File: src/rtl/manual_drive_ctrl.sv
// Manual-transmission drive controller: input synchronisers, hold-to-power-on
// counter and the drive state machine producing car state and motion intent.
module manual_drive_ctrl #(
   parameter int unsigned POWER_ON_CYCLES = 100_000_000
) (
   input  logic       clk,
   input  logic       rst,
   input  logic       power_on,
   input  logic       power_off,
   input  logic       throttle,
   input  logic       clutch,
   input  logic       brake,
   input  logic       reverse_gear,
   input  logic       turn_left,
   input  logic       turn_right,
   output logic [3:0] state,
   output logic [3:0] answer,
   output logic       power_now
);

   localparam int unsigned   CW       = $clog2(POWER_ON_CYCLES);
   localparam logic [CW-1:0] CNT_LAST = CW'(POWER_ON_CYCLES - 1);

   typedef enum logic [3:0] {
      NOT_STARTING = 4'b0001,
      STARTING     = 4'b0010,
      MOVING       = 4'b0100,
      OFF          = 4'b1000
   } state_t;

   state_t        cur_state;
   state_t        next_state;
   logic [CW-1:0] cnt;
   logic [CW-1:0] next_cnt;
   logic [7:0]    sync_meta;
   logic [7:0]    sync_q;
   logic          prev_reverse;
   logic [3:0]    next_answer;
   logic          next_moving;
   logic          next_active;

   logic power_on_s, power_off_s, throttle_s, clutch_s;
   logic brake_s, reverse_gear_s, turn_left_s, turn_right_s;

   assign {power_on_s, power_off_s, throttle_s, clutch_s,
           brake_s, reverse_gear_s, turn_left_s, turn_right_s} = sync_q;

   assign state = cur_state;

   always_comb begin
      next_state = cur_state;
      next_cnt   = '0;
      case (cur_state)
         OFF: begin
            if (power_on_s && !power_off_s) begin
               if (cnt == CNT_LAST) next_state = NOT_STARTING;
               else                 next_cnt   = cnt + 1'b1;
            end
         end
         NOT_STARTING: begin
            if (power_off_s)                  next_state = OFF;
            else if (brake_s)                 next_state = NOT_STARTING;
            else if (throttle_s && !clutch_s) next_state = OFF;
            else if (throttle_s && clutch_s)  next_state = STARTING;
         end
         STARTING: begin
            if (power_off_s)                  next_state = OFF;
            else if (brake_s)                 next_state = NOT_STARTING;
            else if (throttle_s && !clutch_s) next_state = MOVING;
         end
         MOVING: begin
            if (power_off_s)                                       next_state = OFF;
            else if (brake_s)                                      next_state = NOT_STARTING;
            else if ((reverse_gear_s != prev_reverse) && !clutch_s) next_state = OFF;
            else if (!throttle_s || clutch_s)                      next_state = STARTING;
         end
         default: next_state = OFF;
      endcase
   end

   // Intent is derived from the state being entered so it lines up with state.
   always_comb begin
      next_moving = (next_state == MOVING);
      next_active = next_moving || (next_state == STARTING);
      next_answer = {next_active & turn_left_s  & ~turn_right_s,
                     next_active & turn_right_s & ~turn_left_s,
                     next_moving & reverse_gear_s,
                     next_moving & ~reverse_gear_s};
   end

   always_ff @(posedge clk) begin
      if (!rst) begin
         sync_meta    <= '0;
         sync_q       <= '0;
         cur_state    <= OFF;
         cnt          <= '0;
         prev_reverse <= 1'b0;
         answer       <= '0;
         power_now    <= 1'b1;
      end else begin
         sync_meta    <= {power_on, power_off, throttle, clutch,
                          brake, reverse_gear, turn_left, turn_right};
         sync_q       <= sync_meta;
         cur_state    <= next_state;
         cnt          <= next_cnt;
         prev_reverse <= reverse_gear_s;
         answer       <= next_answer;
         power_now    <= (next_state == OFF);
      end
   end

endmodule

File: config.mk
export PLATFORM = sky130hd
export DESIGN_NAME = manual_drive_ctrl
export DESIGN_NICKNAME = d
export VERILOG_FILES = /design/src/rtl/manual_drive_ctrl.sv
export SDC_FILE = /design/constraint.sdc
export NUM_CORES = 1
export LEC_CHECK = 0
export BUFFER_PORTS_ARGS = -buffer_cell sky130_fd_sc_hd__buf_2
export CELL_PAD_IN_SITES_DETAIL_PLACEMENT = 1
export CELL_PAD_IN_SITES_GLOBAL_PLACEMENT = 1
export CORE_UTILIZATION = 45
export CTS_CLUSTER_SIZE = 12
export DETAILED_ROUTE_END_ITERATION = 10
export PLACE_DENSITY = 0.77
export SLEW_MARGIN = 10
export SYNTH_ARGS = -nofsm -noshare
export SYNTH_HDL_FRONTEND = slang
export SYNTH_SLANG_ARGS = --single-unit
File: constraint.sdc
create_clock -name clk -period 2.6 [get_ports clk]
set_clock_uncertainty 0.1 [all_clocks]
set_input_delay 0.39 -clock clk [delete_from_list [all_inputs] [get_ports clk]]
set_output_delay 0.39 -clock clk [all_outputs]
set_load 0.005 [all_outputs]
==> out/metrics.cfg, run 1 <==
[status]
status=complete, no violations

[critical_path]
reg2reg_from=cnt[0]$_SDFF_PP0_
end_kind=flop
worstSetupPathType=reg -> reg
r2r_end=cnt[26]$_SDFF_PP0_
worst_setup_path_start_kind=flop
arrival_ns=2.45
path_max_fanout=13
required_ns=2.74
ff2ff_setup_slack_ns=0.30
rr_worst_depth=5

[yosys]
syn-num-nets=260
syn_avg_cell_area_um2=9.050
ys_ff_latch=53
syn-cell-area_mm2=0.002253
ys_types=42
syn_inst=249
ys.flop_type=dfxtp_1
synth_edf_count=0
ys.warnings.count=0
synthArstFlopShare_pct=0
synth-seq-area-share_pct=47.08

[placement]
hpwl_um=3302
globalplace.congestion=0.7463
numPortBuffers=18
place_ws_ns=0.3037

[clock_tree]
cts_hold_buf=0
cts_resized=0
cts_buffers=5
clock_sinks=53
htreeDepth=2
cts_tree=yes
clockBufferDepth=2
insertion_delay_ns=0.31
root_buffer=clkbuf_8
clk_pin_slew_worst_paths_ns=0.10
cts_setup_buffers=0

[timing]
rsz0062_at_grt=no
worstMarginPinSlew_ns=0.6962
slew_violations=0
setup_violations=0
max_slew_margin_pct=52.39
finalWorstSetupSlack_ns=0.2961
period_share_pct=88.61
hold_violations=0
fin_setup_tns_ns=0
min_period_ns=2.304
max_freq_mhz=434.0

[hold_path]
worstHoldEndpoint=sync_meta[1]$_SDFF_PN0_
hp-class=in -> reg
hold_depth=2
min_from=turn_left

[die]
start_util_pct=47.08
rows=25
io_pins=19
die_w_um=72.77
fp.dieH_um=72.77
core_mm2=0.004786
fp.dieArea_mm2=0.005295

[global_routing]
gr-usage-met3_pct=3.729
gr-total-overflow=0
gr-usage-all-layers_pct=18.95
grt_pass1_vias=1734
busiest_layer=met2
grt_pass1_wl_um=7866
grt_max_degree=21
antenna_found_initial=0
use_met2_pct=32.29
grtUsageMet1_pct=24.16

[run]
drv_cap=0

[detailed_routing]
wl_per_cell_um=13.81
drc=0
dr.pass1.iters=4
drtAntennaViolNets=0
viasPerCell=5.491
vias=1823
drt_iter0_drc=66
drt-total-wl_um=4584

[final_layout]
drive_gt1_share_pct=14.34
final_util_pct=51.90
area_delta_synth_final_pct=10.22
nNetsFinal=275
n_antenna_cell=0

[pwr]
leakage_nw=0.8316
vdd_drop_max_mv=0.3494
p_per_area_mw_per_mm2=538.9

-- worst max-delay path by stage --
stage / startpoint / end
after floorplan: cnt[0]$_SDFF_PP0_ / cnt[2]$_SDFF_PP0_
after detailed placement: cnt[0]$_SDFF_PP0_ / cnt[26]$_SDFF_PP0_
after global placement: cnt[0]$_SDFF_PP0_ / cnt[26]$_SDFF_PP0_
after global routing: cnt[0]$_SDFF_PP0_ / cnt[26]$_SDFF_PP0_
after CTS: cnt[0]$_SDFF_PP0_ / cnt[26]$_SDFF_PP0_
final: cnt[0]$_SDFF_PP0_ / cnt[26]$_SDFF_PP0_
-- final cells by class --
class	instances	area [um2]
Clock inverter	3	25.02
Tap cell	67	83.83
Timing Repair Buffer	20	105.1
Fill cell	577	2302
Sequential cell	53	1061
Clock buffer	5	68.82
Multi-Input combinational cell	175	1106
Inverter	9	33.78
-- metal layers --
layer | wire (um) | share of wire, %
met4 | 61 | 1.3
met3 | 128 | 2.8
met2 | 2133 | 47
met1 | 2261 | 49
met5 | 0 | 0
-- cells in the mapped netlist, types with 2 or more instances --
| cell type | number | area [um2] |
|---|---|---|
| and4_1 | 2 | 17.52 |
| or3_1 | 7 | 43.79 |
| dfxtp_1 | 53 | 1061 |
| nand2_1 | 13 | 48.80 |
| o31ai_1 | 7 | 52.55 |
| and3_1 | 4 | 25.02 |
| a21o_1 | 2 | 15.01 |
| clkbuf_1 | 7 | 26.28 |
| nand2b_1 | 2 | 12.51 |
| inv_1 | 9 | 33.78 |
| nand4_1 | 8 | 50.05 |
| a21oi_1 | 16 | 80.08 |
| and2_1 | 19 | 118.9 |
| nor4b_1 | 3 | 26.28 |
| nor4_1 | 5 | 31.28 |
| o21ai_0 | 9 | 45.04 |
| or4_4 | 2 | 22.52 |
| buf_2 | 4 | 20.02 |
| or4_1 | 7 | 52.55 |
| nor3_1 | 3 | 15.01 |
| nor2b_1 | 4 | 25.02 |
| a211o_1 | 2 | 17.52 |
| xnor2_1 | 8 | 70.07 |
| nand3_1 | 12 | 60.06 |
| xor2_1 | 7 | 61.31 |
| nor2_1 | 18 | 67.56 |
-- power by group --
part           switching [W]  internal, W   total, W
Clock               0.000281     0.000195   0.000475
Sequential        0.00000619     0.000824   0.000830
Combinational      0.0000169    0.0000165  0.0000333
Total               0.000304      0.00103    0.00134
-- sequential cells by signal (all words and copies together) (netlist names) --
| signal | flops |
|---|---|
| prev_reverse | 1 |
| state | 4 |
| sync_meta | 8 |
| power_now | 1 |
| answer | 4 |
| sync_q | 8 |
| cnt | 27 |
-- cells in the final DEF, fill, tap and decap left out, types with 2 or more instances in the layout --
cell type,netlist,layout
buf_4,0,2
o21ai_0,9,9
and2_1,19,19
nor2b_1,4,4
a211o_1,2,2
and3_1,4,4
nand4_1,8,8
nor2_1,18,18
clkbuf_8,0,5
nand2_1,13,13
nor3_1,3,3
dfxtp_1,53,53
xor2_1,7,7
nor4b_1,3,3
or4_1,7,7
a21o_1,2,2
o31ai_1,7,6
nor4_1,5,5
nand3_1,12,12
or4_4,2,2
or3_1,7,7
nand2b_1,2,2
buf_2,4,18
xnor2_1,8,8
and4_1,2,2
a21oi_1,16,16
inv_1,9,9
-- metrics by stage --
stage	instance area, um2	power [W]	hold WS [ns]	std cells
6_report	2484	0.001338	0.1803	332
5_1_grt	2484	0.001388	0.1740	332
4_1_cts	2484	0.001358	0.1722	332
3_5_place_dp	2390	0.0008826	0.3118	324
3_3_place_gp	2390	0.0008808	0.3032	324
2_1_floorplan	2253	0.0008686	0.2891	249
-- kinds of logic (layout without fill, tap and decap cells) --
kind of cell    Yosys count  count (layout)  synth area share (%)
simple gates            118             118                 31.15
flops                    53              53                 47.09
compound gates           41              41                 11.33
buf+inv                  21              37                 4.053
xor+xnor                 15              15                 5.830
fa+ha+maj                 1               1                0.5552
-- worst max-delay path: stages (launching register included) --
cell     delay [ns]
dfxtp_1        0.40
ha_1           0.23
and4_1         0.32
nand4_1        0.42
or4_1          0.62
a21oi_1        0.15
Power figures use the tool's default switching activity.
==> run 2, diff against run 1 <==
--- a/config.mk
+++ b/config.mk
@@ -11,7 +11,7 @@
 export CORE_UTILIZATION = 45
 export CTS_CLUSTER_SIZE = 12
 export DETAILED_ROUTE_END_ITERATION = 10
-export PLACE_DENSITY = 0.77
+export PLACE_DENSITY_LB_ADDON = 0.1
 export SLEW_MARGIN = 10
 export SYNTH_ARGS = -nofsm -noshare
 export SYNTH_HDL_FRONTEND = slang
==> constraint.sdc (replaced) <==
create_clock -name clk -period 2.55 [get_ports clk]
set_clock_uncertainty 0.1 [all_clocks]
set_input_delay 0.3825 -clock clk [delete_from_list [all_inputs] [get_ports clk]]
set_output_delay 0.3825 -clock clk [all_outputs]
set_load 0.005 [all_outputs]
==> out/metrics.cfg, run 2 (same netlist as run 1, synthesis figures left out) <==
[final_layout]
n_antenna_cell=0
nNetsFinal=277
area_delta_synth_final_pct=10.94
final_cell_mix=dfxtp_1 (53), and2_1 (19), nor2_1 (18), buf_2 (18), a21oi_1 (16)
final_cells=334
largest-register=cnt
reg.largest.list=cnt: 27 flops, sync_meta: 8 flops, sync_q: 8 flops
final_common_cell=dfxtp_1
largest_reg_flops=27
drive_gt1_share_pct=14.98

[pwr]
leakage_nw=0.8439
swShare_pct=22.65
p_int_w=0.001057
pwr-share-comb_pct=2.5
power_frac_clock_pct=35.6
vdd_drop_max_mv=0.2814
power_switching_w=0.0003095
p_per_area_mw_per_mm2=546.6
total_power_w=0.001367
pwr-share-seq_pct=62.0

[detailed_routing]
drt_iter0_drc=70
viasPerCell=5.428
drtAntennaViolNets=0
drc=0
dr.pass1.iters=4
drt-total-wl_um=4694
wl_per_cell_um=14.05
vias=1813

[placement]
globalplace.congestion=0.7537
hpwl_um=3402
post-place-cells=326
numPortBuffers=18

[timing]
rsz0062_at_grt=no
max_freq_mhz=467.2
max_slew_margin_pct=58.04
worstMarginPinSlew_ns=0.6136
min_period_ns=2.140
slew_violations=0
fin_setup_tns_ns=0
setup_violations=0
hold_violations=0
period_share_pct=83.93

[critical_path]
worst_setup_path_start_kind=flop
crit_chain=ha_1 -> and4_1 -> nand4_1 -> buf_4 -> or3_1 -> a21oi_1
cp_slowest_stage_delay_ns=0.40
end_kind=flop
path_max_fanout=8
required_ns=2.69
crit_path_start=cnt[0]$_SDFF_PP0_
worstSetupPathType=reg -> reg
reg2reg_from=cnt[0]$_SDFF_PP0_
critPathSlowestCell=dfxtp_1
arrival_ns=2.28

[die]
fp.dieArea_mm2=0.005295
die_w_um=72.77
core_mm2=0.004786
start_util_pct=47.08
rows=25
io_pins=19
fp.dieH_um=72.77

[clock_tree]
clk_pin_slew_worst_paths_ns=0.10
clockBufferDepth=2
cts_resized=0
root_buffer=clkbuf_8
cts_tree=yes
htreeDepth=2
cts_setup_buffers=0
clock_sinks=53
cts_buffers=5
insertion_delay_ns=0.30
cts_hold_buf=0

[global_routing]
grt_pass1_wl_um=8259
antenna_found_initial=0
grt_pass1_vias=1784
gr-usage-all-layers_pct=20.12
grt_max_degree=21
gr-total-overflow=0

[hold_path]
min_from=throttle
hp-class=in -> reg

[run]
drv_cap=0

[status]
status=complete, no violations

[run 2: cell count changes in the layout (fill, tap and decap cells not counted)]
cell,before,now
clkinvlp_4,1,0
buf_4,2,4
clkinv_4,1,2
[run 2: power by group through the flow]
stage	Sequential (W)	Clock, W	Combinational [W]
finish	0.000847	0.000486	0.0000336
global route	0.000849	0.000540	0.0000394
CTS	0.000847	0.000508	0.0000342
detailed placement	0.000867	0	0.0000338
global placement	0.000865	0	0.0000329
floorplan	0.000863	0	0.0000223
[run 2: critical path: cells and delay by family, from the launching register on]
kind / cells / cell delay, ns
adder cells (fa/ha/maj): 1 / 0.22
AO/OA/AOI/OAI: 1 / 0.17
AND/OR/NAND/NOR: 3 / 0.92
flip-flops: 1 / 0.40
buffers and inverters: 1 / 0.26
[run 2: path summary, 6_finish.rpt]
check,endpoint,slack (ns),cells past startpoint
min,sync_meta[5]$_SDFF_PN0_,0.17,2
max,cnt[16]$_SDFF_PP0_,0.41,6
max reg2reg,cnt[16]$_SDFF_PP0_,0.41,6
min reg2reg,answer[3]$_SDFF_PN0_,0.34,1
[run 2: cell type report]
type / count / area (um2)
fillers: 577 / 2286
well taps: 67 / 83.83
clock inverters: 3 / 26.28
inverters: 9 / 33.78
flip-flops and latches: 53 / 1061
multi-input cells: 175 / 1106
repair buffers: 22 / 120.1
clock buffers: 5 / 68.82
[run 2: per-layer routing]
layer	global-route usage [%]	routed length (um)	part of all wire, %
met4	5.882	48	1.0
met3	4.144	89	1.9
met2	33.75	2245	48
met5	0	0	0
met1	26.17	2311	49
[run 2: metrics by stage]
stage | util (%) | instance area, um2 | hold slack (ns) | setup WS [ns]
after CTS | 52.24 | 2500 | 0.1609 | 0.4267
after global placement | 50.25 | 2405 | 0.3039 | 0.5388
after floorplan | - | 2253 | 0.2891 | 0.5170
after detailed placement | 50.25 | 2405 | 0.3187 | 0.4481
final | 52.24 | 2500 | 0.1749 | 0.4097
after global routing | 52.24 | 2500 | 0.1599 | 0.2715
==> run 3, diff against run 2 <==
--- a/config.mk
+++ b/config.mk
@@ -5,10 +5,11 @@
 export SDC_FILE = /design/constraint.sdc
 export NUM_CORES = 1
 export LEC_CHECK = 0
+export ABC_AREA = 1
 export BUFFER_PORTS_ARGS = -buffer_cell sky130_fd_sc_hd__buf_2
 export CELL_PAD_IN_SITES_DETAIL_PLACEMENT = 1
 export CELL_PAD_IN_SITES_GLOBAL_PLACEMENT = 1
-export CORE_UTILIZATION = 45
+export CORE_UTILIZATION = 39
 export CTS_CLUSTER_SIZE = 12
 export DETAILED_ROUTE_END_ITERATION = 10
 export PLACE_DENSITY_LB_ADDON = 0.1
==> constraint.sdc (replaced) <==
create_clock -name clk -period 1.85 [get_ports clk]
set_clock_uncertainty 0.1 [all_clocks]
set_input_delay 0.2775 -clock clk [delete_from_list [all_inputs] [get_ports clk]]
set_output_delay 0.2775 -clock clk [all_outputs]
set_load 0.005 [all_outputs]
==> out/metrics.cfg, run 3 <==
[pwr]
p_per_area_mw_per_mm2=672.8
vdd_drop_max_mv=0.4744
leakage_nw=1.132

[final_layout]
final_util_pct=45.36
multi_input_area_mm2=0.001287
area_delta_synth_final_pct=11.14
n_antenna_cell=0
final_cells=485
fillerInstances=871
final-seq-area_mm2=0.001061
final_cell_mix=nand2_1 (123), nor2_1 (56), inv_1 (54)
largest_reg_flops=27
final_common_cell=nand2_1
largest-register=cnt
reg.largest.list=cnt: 27 flops, sync_meta: 8 flops, sync_q: 8 flops
nNetsFinal=418
drive_gt1_share_pct=16.18

[global_routing]
grtUsageMet1_pct=27.88
use_met2_pct=30.82
grt_pass1_vias=2323
grt_pass1_wl_um=10810
gr-total-overflow=0
antenna_found_initial=0
grt_max_degree=20
gr-usage-met3_pct=3.561
gr-usage-all-layers_pct=19.66
busiest_layer=met2

[critical_path]
reg2reg_from=cnt[0]$_SDFF_PP0_
path_max_fanout=10
worstSetupPathType=reg -> reg
required_ns=1.96
end_kind=flop
crit_chain=ha_1 -> nand2_2 -> nor2_4 -> nand2_4 -> nor2_4 -> nand2_2 -> nand3_4 -> buf_4 -> a21oi_1
critPathSlowestCell=dfxtp_1
ff2ff_setup_slack_ns=0.16
arrival_ns=1.80
r2r_end=cnt[24]$_SDFF_PP0_
cp_slowest_stage_delay_ns=0.35
rr_worst_depth=9
worst_setup_path_start_kind=flop

[timing]
setup_violations=0
worstMarginPinSlew_ns=0.3554
max_freq_mhz=592.7
rsz0062_at_grt=no
min_period_ns=1.687
fin_setup_tns_ns=0
period_share_pct=91.20
max_slew_margin_pct=76.22
hold_violations=0
slew_violations=0

[detailed_routing]
drc=0
drtAntennaViolNets=0
wl_per_cell_um=13.13
viasPerCell=4.829
vias=2342
drt-total-wl_um=6367
dr.pass1.iters=4
drt_iter0_drc=104

[clock_tree]
clk_pin_slew_worst_paths_ns=0.11
clockBufferDepth=2
insertion_delay_ns=0.32
cts_buffers=5
clock_sinks=53
cts_tree=yes
htreeDepth=2
cts_hold_buf=0
root_buffer=clkbuf_8
cts_setup_buffers=0
cts_resized=0

[yosys]
yosys.area.top_type_share_pct=40.71
synthTopCellsByArea=dfxtp_1 (41%), nand2_1 (18%), nor2_1 (8.1%)
ys_ff_latch=53
synth-seq-area-share_pct=40.71
synth_commonest_cells=nand2_1 (123), nor2_1 (56), inv_1 (54)
synth_top_cell_by_area=dfxtp_1
synthArstFlopShare_pct=0
ys.flop_type=dfxtp_1
syn_inst=381
synth_edf_count=0
syn_avg_cell_area_um2=6.841
syn-cell-area_mm2=0.002606
synth_most_common_cell=nand2_1
syn-num-nets=392
ys.warnings.count=0
ys_types=26

[hold_path]
hp-class=in -> reg
min_from=turn_right
hold_depth=3
worstHoldEndpoint=sync_meta[0]$_SDFF_PN0_

[placement]
hpwl_um=5139
post-place-cells=477
globalplace.congestion=0.8439
numPortBuffers=18

[run]
drv_cap=0

[die]
fp.dieH_um=83.75
die_w_um=83.75
core_mm2=0.006386
io_pins=19
fp.dieArea_mm2=0.007013
start_util_pct=40.81
rows=29

[status]
status=complete, no violations

-- run 3: changes by cell type after synthesis, sizes merged, moves of 9 or more --
cell	previous run	this run
nand2	13	126
nor2	18	70
inv	9	55
and2	19	0
nand3b	1	10
or4	9	0
-- run 3: how the worst max path moves through the flow --
| stage | startpoint | endpoint | slack [ns] | cells after the start |
|---|---|---|---|---|
| 2_1_floorplan | cnt[0]$_SDFF_PP0_ | cnt[10]$_SDFF_PP0_ | 0.16 | 9 |
| 6_report | cnt[0]$_SDFF_PP0_ | cnt[24]$_SDFF_PP0_ | 0.16 | 9 |
| 5_1_grt | cnt[0]$_SDFF_PP0_ | cnt[7]$_SDFF_PP0_ | 0.07 | 9 |
| 3_5_place_dp | cnt[0]$_SDFF_PP0_ | cnt[12]$_SDFF_PP0_ | 0.18 | 9 |
| 4_1_cts | cnt[0]$_SDFF_PP0_ | cnt[24]$_SDFF_PP0_ | 0.16 | 9 |
| 3_3_place_gp | cnt[0]$_SDFF_PP0_ | cnt[24]$_SDFF_PP0_ | 0.23 | 9 |
-- run 3: area by class of cell --
class                      count  area share, %
multi-input combinational    268          44.45
inverter                      55          7.127
timing repair buffer          24          5.097
sequential                    53          36.63
clock buffer                   5          2.376
clock inverter                 3         0.9935
tap                           77          3.326
-- run 3: through the flow --
stage	power, W	hold WS [ns]	area (um2)	setup WS (ns)
final	0.001949	0.03793	2897	0.1629
after detailed placement	0.001257	0.2991	2799	0.1802
after global routing	0.002042	0.02598	2897	0.07108
after CTS	0.001984	0.02988	2897	0.1552
after global placement	0.001254	0.2934	2799	0.2292
after floorplan	0.001235	0.2751	2606	0.1623
-- run 3: per-layer routing --
layer,up-vias,routed length [um]
li1,1214,-
met1,1097,3354
met2,26,2762
met3,5,192
met4,0,57
met5,-,0
-- run 3: power breakdown --
part	internal, W	switching [W]
registers	0.00116	0.00000830
clock network	0.000287	0.000433
logic	0.0000236	0.0000394
total	0.00147	0.000481
-- run 3: worst max-delay path, delay by kind of cell, from the launching register on --
kind	cells	cell delay [ns]
and+or+nand+nor	6	0.67
DFF	1	0.35
adders and majority gates	1	0.18
buffers and inverters	1	0.22
AOI/OAI and AO/OA	1	0.06
-- run 3: kinds of logic (layout without fill, tap and decap cells) --
| logic type | Yosys count | in the layout | synth area share (%) |
|---|---|---|---|
| XOR/XNOR | 5 | 5 | 1.680 |
| AND/OR/NAND/NOR | 233 | 233 | 39.70 |
| flip-flops | 53 | 53 | 40.71 |
| buffers and inverters | 60 | 87 | 9.889 |
| adder cells (fa/ha/maj) | 1 | 1 | 0.4800 |
| AO/OA/AOI/OAI | 29 | 29 | 7.537 |
